===== config.mk =====
export PLATFORM = sky130hd
export DESIGN_NAME = priority_decoder_seq
export DESIGN_NICKNAME = d
export VERILOG_FILES = /design/src/rtl/priority_decoder_pkg.sv /design/src/rtl/pd_hold_counter.sv /design/src/rtl/priority_decoder_seq.sv
export SDC_FILE = /design/constraint.sdc
export NUM_CORES = 1
export LEC_CHECK = 0
export BUFFER_PORTS_ARGS = -buffer_cell sky130_fd_sc_hd__buf_2
export CORE_MARGIN = 1.5
export CORE_UTILIZATION = 45
export CTS_BUF_LIST = sky130_fd_sc_hd__clkbuf_16
export DETAILED_ROUTE_END_ITERATION = 8
export GPL_TIMING_DRIVEN = 0
export HOLD_SLACK_MARGIN = 0.08
export PLACE_DENSITY = 0.68
export SYNTH_ARGS = -nofsm -noshare
export SYNTH_HDL_FRONTEND = slang
export SYNTH_SLANG_ARGS = --single-unit

===== constraint.sdc =====
create_clock -name clk -period 1.6 [get_ports clk]
set_input_delay 0.24 -clock clk [delete_from_list [all_inputs] [get_ports clk]]
set_output_delay 0.24 -clock clk [all_outputs]
set_load 0.05 [all_outputs]

===== src/rtl/priority_decoder_pkg.sv =====
// -----------------------------------------------------------------------------
// priority_decoder_pkg
// Shared types and constants for the priority_decoder_seq block:
//   - pd_state_e     : controller states IDLE / HOLD / GAP
//   - PD_*_DEF       : default values of the top-level parameters
//   - PD_CNT_W       : width of the hold/gap down-counter (covers 1..255)
//   - pd_code_w()    : encoded-index width for a given number of output lines
// -----------------------------------------------------------------------------
package priority_decoder_pkg;

    typedef enum logic [1:0] {
        IDLE = 2'd0,
        HOLD = 2'd1,
        GAP  = 2'd2
    } pd_state_e;

    localparam int PD_OUT_W_DEF = 4;
    localparam int PD_HOLD_DEF  = 3;
    localparam int PD_GAP_DEF   = 1;
    localparam int PD_CNT_W     = 8;

    // clog2 of the line count, never narrower than one bit.
    function automatic int pd_code_w(input int out_w);
        return (out_w <= 2) ? 1 : $clog2(out_w);
    endfunction

endpackage


===== src/rtl/pd_hold_counter.sv =====
// -----------------------------------------------------------------------------
// pd_hold_counter
// Loadable down-counter that saturates at zero. Used to time both the HOLD
// and the GAP phases of priority_decoder_seq.
// Ports:
//   clk      in   rising-edge clock
//   rst      in   asynchronous active-high reset (counter -> 0)
//   load     in   load load_val this cycle (takes precedence over counting)
//   load_val in   value to load, CNT_W bits
//   zero     out  counter currently holds zero
// -----------------------------------------------------------------------------
module pd_hold_counter
    import priority_decoder_pkg::*;
#(
    parameter int CNT_W = PD_CNT_W
) (
    input  logic             clk,
    input  logic             rst,
    input  logic             load,
    input  logic [CNT_W-1:0] load_val,
    output logic             zero
);

    logic [CNT_W-1:0] cnt_q;
    logic [CNT_W-1:0] cnt_d;

    always_comb begin
        cnt_d = cnt_q;
        if (load) begin
            cnt_d = load_val;
        end else if (cnt_q != '0) begin
            cnt_d = cnt_q - 1'b1;
        end
    end

    always_ff @(posedge clk or posedge rst) begin
        if (rst) begin
            cnt_q <= '0;
        end else begin
            cnt_q <= cnt_d;
        end
    end

    assign zero = (cnt_q == '0);

endmodule


===== src/rtl/priority_decoder_seq.sv =====
// -----------------------------------------------------------------------------
// priority_decoder_seq
// Takes an encoded "highest active line" request from a priority encoder and
// drives the matching one-hot output line for HOLD_CYCLES cycles, followed by
// GAP_CYCLES all-zero cycles, before accepting the next request. Requests with
// an out-of-range code are rejected with a one-cycle err pulse.
//
// Optional feature: define PRIORITY_DECODER_SEQ_PARITY_EN to add in_parity,
// an even-parity bit over {in_any, in_code}; a mismatch rejects the request.
//
// Parameters: OUT_W (2..16), HOLD_CYCLES (1..255), GAP_CYCLES (0..255)
// Ports:
//   clk       in   rising-edge clock
//   rst       in   asynchronous active-high reset
//   in_valid  in   request present
//   in_ready  out  block is IDLE and can accept a request
//   in_any    in   encoder reports some active line (0 -> decode to all-zero)
//   in_code   in   CODE_W-bit index of the highest-priority active line
//   in_parity in   (PARITY_EN only) even parity over {in_any, in_code}
//   dout      out  registered one-hot lines
//   done      out  one-cycle pulse in the last HOLD cycle
//   err       out  one-cycle pulse after a rejected request
// -----------------------------------------------------------------------------
module priority_decoder_seq
    import priority_decoder_pkg::*;
#(
    parameter int OUT_W       = PD_OUT_W_DEF,
    parameter int HOLD_CYCLES = PD_HOLD_DEF,
    parameter int GAP_CYCLES  = PD_GAP_DEF
) (
    input  logic                          clk,
    input  logic                          rst,
    input  logic                          in_valid,
    output logic                          in_ready,
    input  logic                          in_any,
    input  logic [pd_code_w(OUT_W)-1:0]   in_code,
`ifdef PRIORITY_DECODER_SEQ_PARITY_EN
    input  logic                          in_parity,
`endif
    output logic [OUT_W-1:0]              dout,
    output logic                          done,
    output logic                          err
);

    localparam int CODE_W = pd_code_w(OUT_W);

    // One extra bit so OUT_W itself is representable for the range compare.
    localparam logic [CODE_W:0]     OUT_W_C = (CODE_W + 1)'(OUT_W);
    // Counters are loaded with N-1 so that zero marks the last cycle of a phase.
    localparam logic [PD_CNT_W-1:0] HOLD_LD = PD_CNT_W'(HOLD_CYCLES - 1);
    localparam logic [PD_CNT_W-1:0] GAP_LD  = (GAP_CYCLES > 0) ? PD_CNT_W'(GAP_CYCLES - 1) : '0;

    pd_state_e              state_q, state_d;
    logic [OUT_W-1:0]       dout_q, dout_d;
    logic                   err_q, err_d;
    logic                   done_c;
    logic                   cnt_load;
    logic [PD_CNT_W-1:0]    cnt_load_val;
    logic                   cnt_zero;
    logic [OUT_W-1:0]       onehot;
    logic                   code_oob;
    logic                   parity_bad;
    logic                   reject;
    logic                   accept;

    pd_hold_counter #(
        .CNT_W (PD_CNT_W)
    ) u_cnt (
        .clk      (clk),
        .rst      (rst),
        .load     (cnt_load),
        .load_val (cnt_load_val),
        .zero     (cnt_zero)
    );

    // Decode compares against each index so an out-of-range code simply
    // yields no set bit instead of indexing past the vector.
    always_comb begin
        onehot = '0;
        for (int i = 0; i < OUT_W; i++) begin
            onehot[i] = in_any && (in_code == CODE_W'(i));
        end
    end

    // in_code only matters when in_any is set.
    assign code_oob = in_any && ({1'b0, in_code} >= OUT_W_C);

`ifdef PRIORITY_DECODER_SEQ_PARITY_EN
    assign parity_bad = (in_parity != ^{in_any, in_code});
`else
    assign parity_bad = 1'b0;
`endif

    assign reject   = code_oob | parity_bad;
    assign in_ready = (state_q == IDLE);
    assign accept   = in_valid & in_ready;

    always_comb begin
        state_d      = state_q;
        dout_d       = dout_q;
        err_d        = 1'b0;
        done_c       = 1'b0;
        cnt_load     = 1'b0;
        cnt_load_val = '0;
        case (state_q)
            IDLE: begin
                if (accept) begin
                    if (reject) begin
                        // Consumed without leaving IDLE.
                        err_d = 1'b1;
                    end else begin
                        state_d      = HOLD;
                        dout_d       = onehot;
                        cnt_load     = 1'b1;
                        cnt_load_val = HOLD_LD;
                    end
                end
            end
            HOLD: begin
                if (cnt_zero) begin
                    done_c = 1'b1;
                    dout_d = '0;
                    if (GAP_CYCLES > 0) begin
                        state_d      = GAP;
                        cnt_load     = 1'b1;
                        cnt_load_val = GAP_LD;
                    end else begin
                        state_d = IDLE;
                    end
                end
            end
            GAP: begin
                if (cnt_zero) begin
                    state_d = IDLE;
                end
            end
            default: begin
                state_d = IDLE;
                dout_d  = '0;
            end
        endcase
    end

    always_ff @(posedge clk or posedge rst) begin
        if (rst) begin
            state_q <= IDLE;
            dout_q  <= '0;
            err_q   <= 1'b0;
        end else begin
            state_q <= state_d;
            dout_q  <= dout_d;
            err_q   <= err_d;
        end
    end

    assign dout = dout_q;
    assign done = done_c;
    assign err  = err_q;

endmodule

==> results.sh <==
export IMPL_synth_area_leaders="dfrtp_1 (41%), a22oi_1 (4.4%), mux2_2 (4.0%), or4_1 (3.5%), ha_1 (2.9%)"
export IMPL_viasPerCell=5.71
export IMPL_synth_top_cells_by_count="dfrtp_1 (14), inv_1 (6), a22oi_1 (5)"
export IMPL_ys_flop_type="dfrtp_1"
export IMPL_setup_viol_count_final=11
export IMPL_synth_top_cell_area_share_pct=41.3
export IMPL_drv_cap=0
export IMPL_worstPathArrival_ns=1.63
export IMPL_dr_pass1_iters=4
export IMPL_ir_drop_uv=1160
export IMPL_core_mm2=0.00175
export IMPL_min_period_ns=1.87
export IMPL_final_hold_viol_count=0
export IMPL_fp_dieW_um=46.4
export IMPL_synth_fp_nets=88
export IMPL_worstMarginPinSlew_ns=0.543
export IMPL_max_slew_margin_pct=63.8
export IMPL_cts_sinks=14
export IMPL_startpoint_type="flop"
export IMPL_synth_most_common_cell="dfrtp_1"
export IMPL_area_growth_pct=38.1
export IMPL_min_from="in_valid"
export IMPL_rsz0062_at_grt="true"
export IMPL_grt_max_degree=15
export IMPL_status="finished with violations"
export IMPL_rrSetupSlack_ns=-0.26
export IMPL_track_usage_pct=21.7
export IMPL_routed_wl_um=2070
export IMPL_power_leakage_nw=0.526
export IMPL_cts_tree="built"
export IMPL_antenna_left=0
export IMPL_yosys_cell_types_count=36
export IMPL_powerDensity_mw_per_mm2=2030
export IMPL_drive_gt1_share_pct=42.9
export IMPL_dp_hpwl_um=1220
export IMPL_fin_worst_skew_ns=0.000955
export IMPL_grt_util_met3_pct=3.92
export IMPL_clockBufferDepth=2
export IMPL_synth_warnings=0
export IMPL_busiest_layer="met2"
export IMPL_overflow=0
export IMPL_ys_async_sr_fraction_pct=100
export IMPL_root_buffer="clkbuf_16"
export IMPL_wire_per_inst_um=15.9
export IMPL_antenna_found_initial=0
export IMPL_critPathMaxFanout=2
export IMPL_start_util_pct=48.6
export IMPL_ys_seq_elements=14
export IMPL_final_area_mm2=0.00117
export IMPL_clk_pin_slew_worst_paths_ns=0.04
export IMPL_fp_row_count=15
export IMPL_clkLatencyLatePin_ns=0.24
export IMPL_maxSlewViolCount=0
export IMPL_hp_class="in2reg"
export IMPL_syn_mean_instance_area_um2=10.6
export IMPL_utilization_pct=67.1
export IMPL_crit_required_ns=1.36
export IMPL_clock_fmax_mhz=535
export IMPL_end_kind="primary output"
export IMPL_hold_depth=2
export IMPL_met1_usage_pct=26.3
export IMPL_synth_largest_area_cell="dfrtp_1"
export IMPL_crit_type="reg2out"
export IMPL_htree_levels=1
export IMPL_rr_endpoint="u_cnt.cnt_q[2]"
export IMPL_gp_congestion=0.844
export IMPL_cts_buffers=3
export IMPL_drtIter0Drc=26
export IMPL_min_period_over_period_pct=117
export IMPL_drcViolationCount=0
export IMPL_diodes=0
export IMPL_grt_pass1_wl_um=3170
export IMPL_grt_pass1_vias=721
export IMPL_synth_edf_count=0
export IMPL_dr_total_vias=742
export IMPL_syn_inst=80
export IMPL_die_area_mm2=0.00215
export IMPL_port_buffers=11
export IMPL_fin_ws_ns=-0.270
export IMPL_die_h_um=46.4
export IMPL_synthesis_area_um2=848
export IMPL_layout_nets=115
export IMPL_finalSetupTns_ns=-1.99
export IMPL_reg2regPathDepth=7
export IMPL_synth_seq_area_share_pct=41.3
export IMPL_holdPathEnd="state_q[0]"
export IMPL_holdWs_ns=0.265
export IMPL_failed_checks="negative setup slack"
export IMPL_crit_reg2reg_launch="u_cnt.cnt_q[0]"
export IMPL_gr_usage_met2_pct=35.6
export IMPL_dpl_cell_area_um2=957
export IMPL_ioPinCount=13
cells by family (layout without fill, tap and decap cells):
| group | after synthesis | count (layout) | synth area share, % |
|---|---|---|---|
| AO/OA/AOI/OAI | 20 | 20 | 20.4 |
| adder cells (fa/ha/maj) | 2 | 2 | 2.95 |
| buffers and inverters | 10 | 35 | 5.75 |
| flip-flops | 14 | 14 | 41.3 |
| multiplexers | 4 | 4 | 5.16 |
| other | 1 | 1 | 0.442 |
| AND/OR/NAND/NOR | 29 | 29 | 24.0 |
report_power, final:
group          internal [W]  switching (W)
clock              0.000326       0.000131
sequential         0.000483       0.000155
combinational      0.000607       0.000673
total               0.00142       0.000959
final cells by class:
cell class,count,area [µm²]
fill,141,574
multi-input combinational,56,508
sequential,14,350
timing repair buffer,23,161
clock buffer,3,75.1
tap,25,31.3
buffer,3,22.5
inverter,6,22.5
cells in the final DEF (no fill, tap or decap), drive strengths merged:
master / count
a2111o: 1
a211o: 1
a211oi: 1
a21oi: 2
a221o: 1
a22oi: 5
buf: 24
clkbuf: 4
conb: 1
dfrtp: 14
dlygate4sd3: 1
ha: 2
inv: 6
mux2: 3
mux2i: 1
nand2: 2
nand2b: 3
nand3: 1
nand4: 2
nor2: 2
nor2b: 1
nor3: 4
nor3b: 3
nor4b: 2
o211a: 1
o21ai: 4
o221ai: 1
o22ai: 1
o2bb2a: 1
o31ai: 1
or2: 1
or3: 2
or3b: 1
or4: 4
or4b: 1
registers in the layout, summed over array words and instances, names as in the netlist:
name and flops:
state_q 2, u_cnt.cnt_q 8, dout 4
how the worst max path moves through the flow:
stage / startpoint / endpoint / slack (ns) / cells after the start
after floorplan: u_cnt.cnt_q[0] / done / -0.22 / 4
after global placement: u_cnt.cnt_q[1] / dout[1] / -0.33 / 5
final: u_cnt.cnt_q[0] / done / -0.27 / 5
after detailed placement: u_cnt.cnt_q[1] / dout[0] / -0.35 / 5
after global routing: u_cnt.cnt_q[0] / done / -0.32 / 5
after CTS: u_cnt.cnt_q[1] / done / -0.33 / 5
metrics by stage:
stage	cells	power [W]	setup WS, ns
final	130	0.00237	-0.270
after CTS	129	0.00226	-0.328
after floorplan	80	0.00139	-0.220
after detailed placement	116	0.00159	-0.345
after global placement	116	0.00157	-0.333
after global routing	130	0.00250	-0.319
worst max-delay path, cell delays in order, from the launching register on:
cell and delay [ns]:
dfrtp_1 0.38, inv_2 0.09, ha_4 0.13, or4b_4 0.48
nor3_4 0.13, buf_6 0.17
metal layers:
metal | wire [µm] | part of all wire (%) | vias to the layer above
met4 | 40 | 1.9 | 0
met1 | 938 | 45 | 364
met2 | 1050 | 51 | 20
met5 | 0 | 0 | -
met3 | 42 | 2.0 | 6
li1 | - | - | 352
what timing repair did:
action / CTS / global route
pin swaps: 3 / 4
endpoints found under the hold margin: 14 / 0
hold buffers: 1 / 0
buffers inserted: 10 / 1
gates cloned: 0 / 0
resized for setup: 7 / 5
endpoints found under the setup margin: 13 / 15
Note: power is estimated with default switching activity, not from simulation.
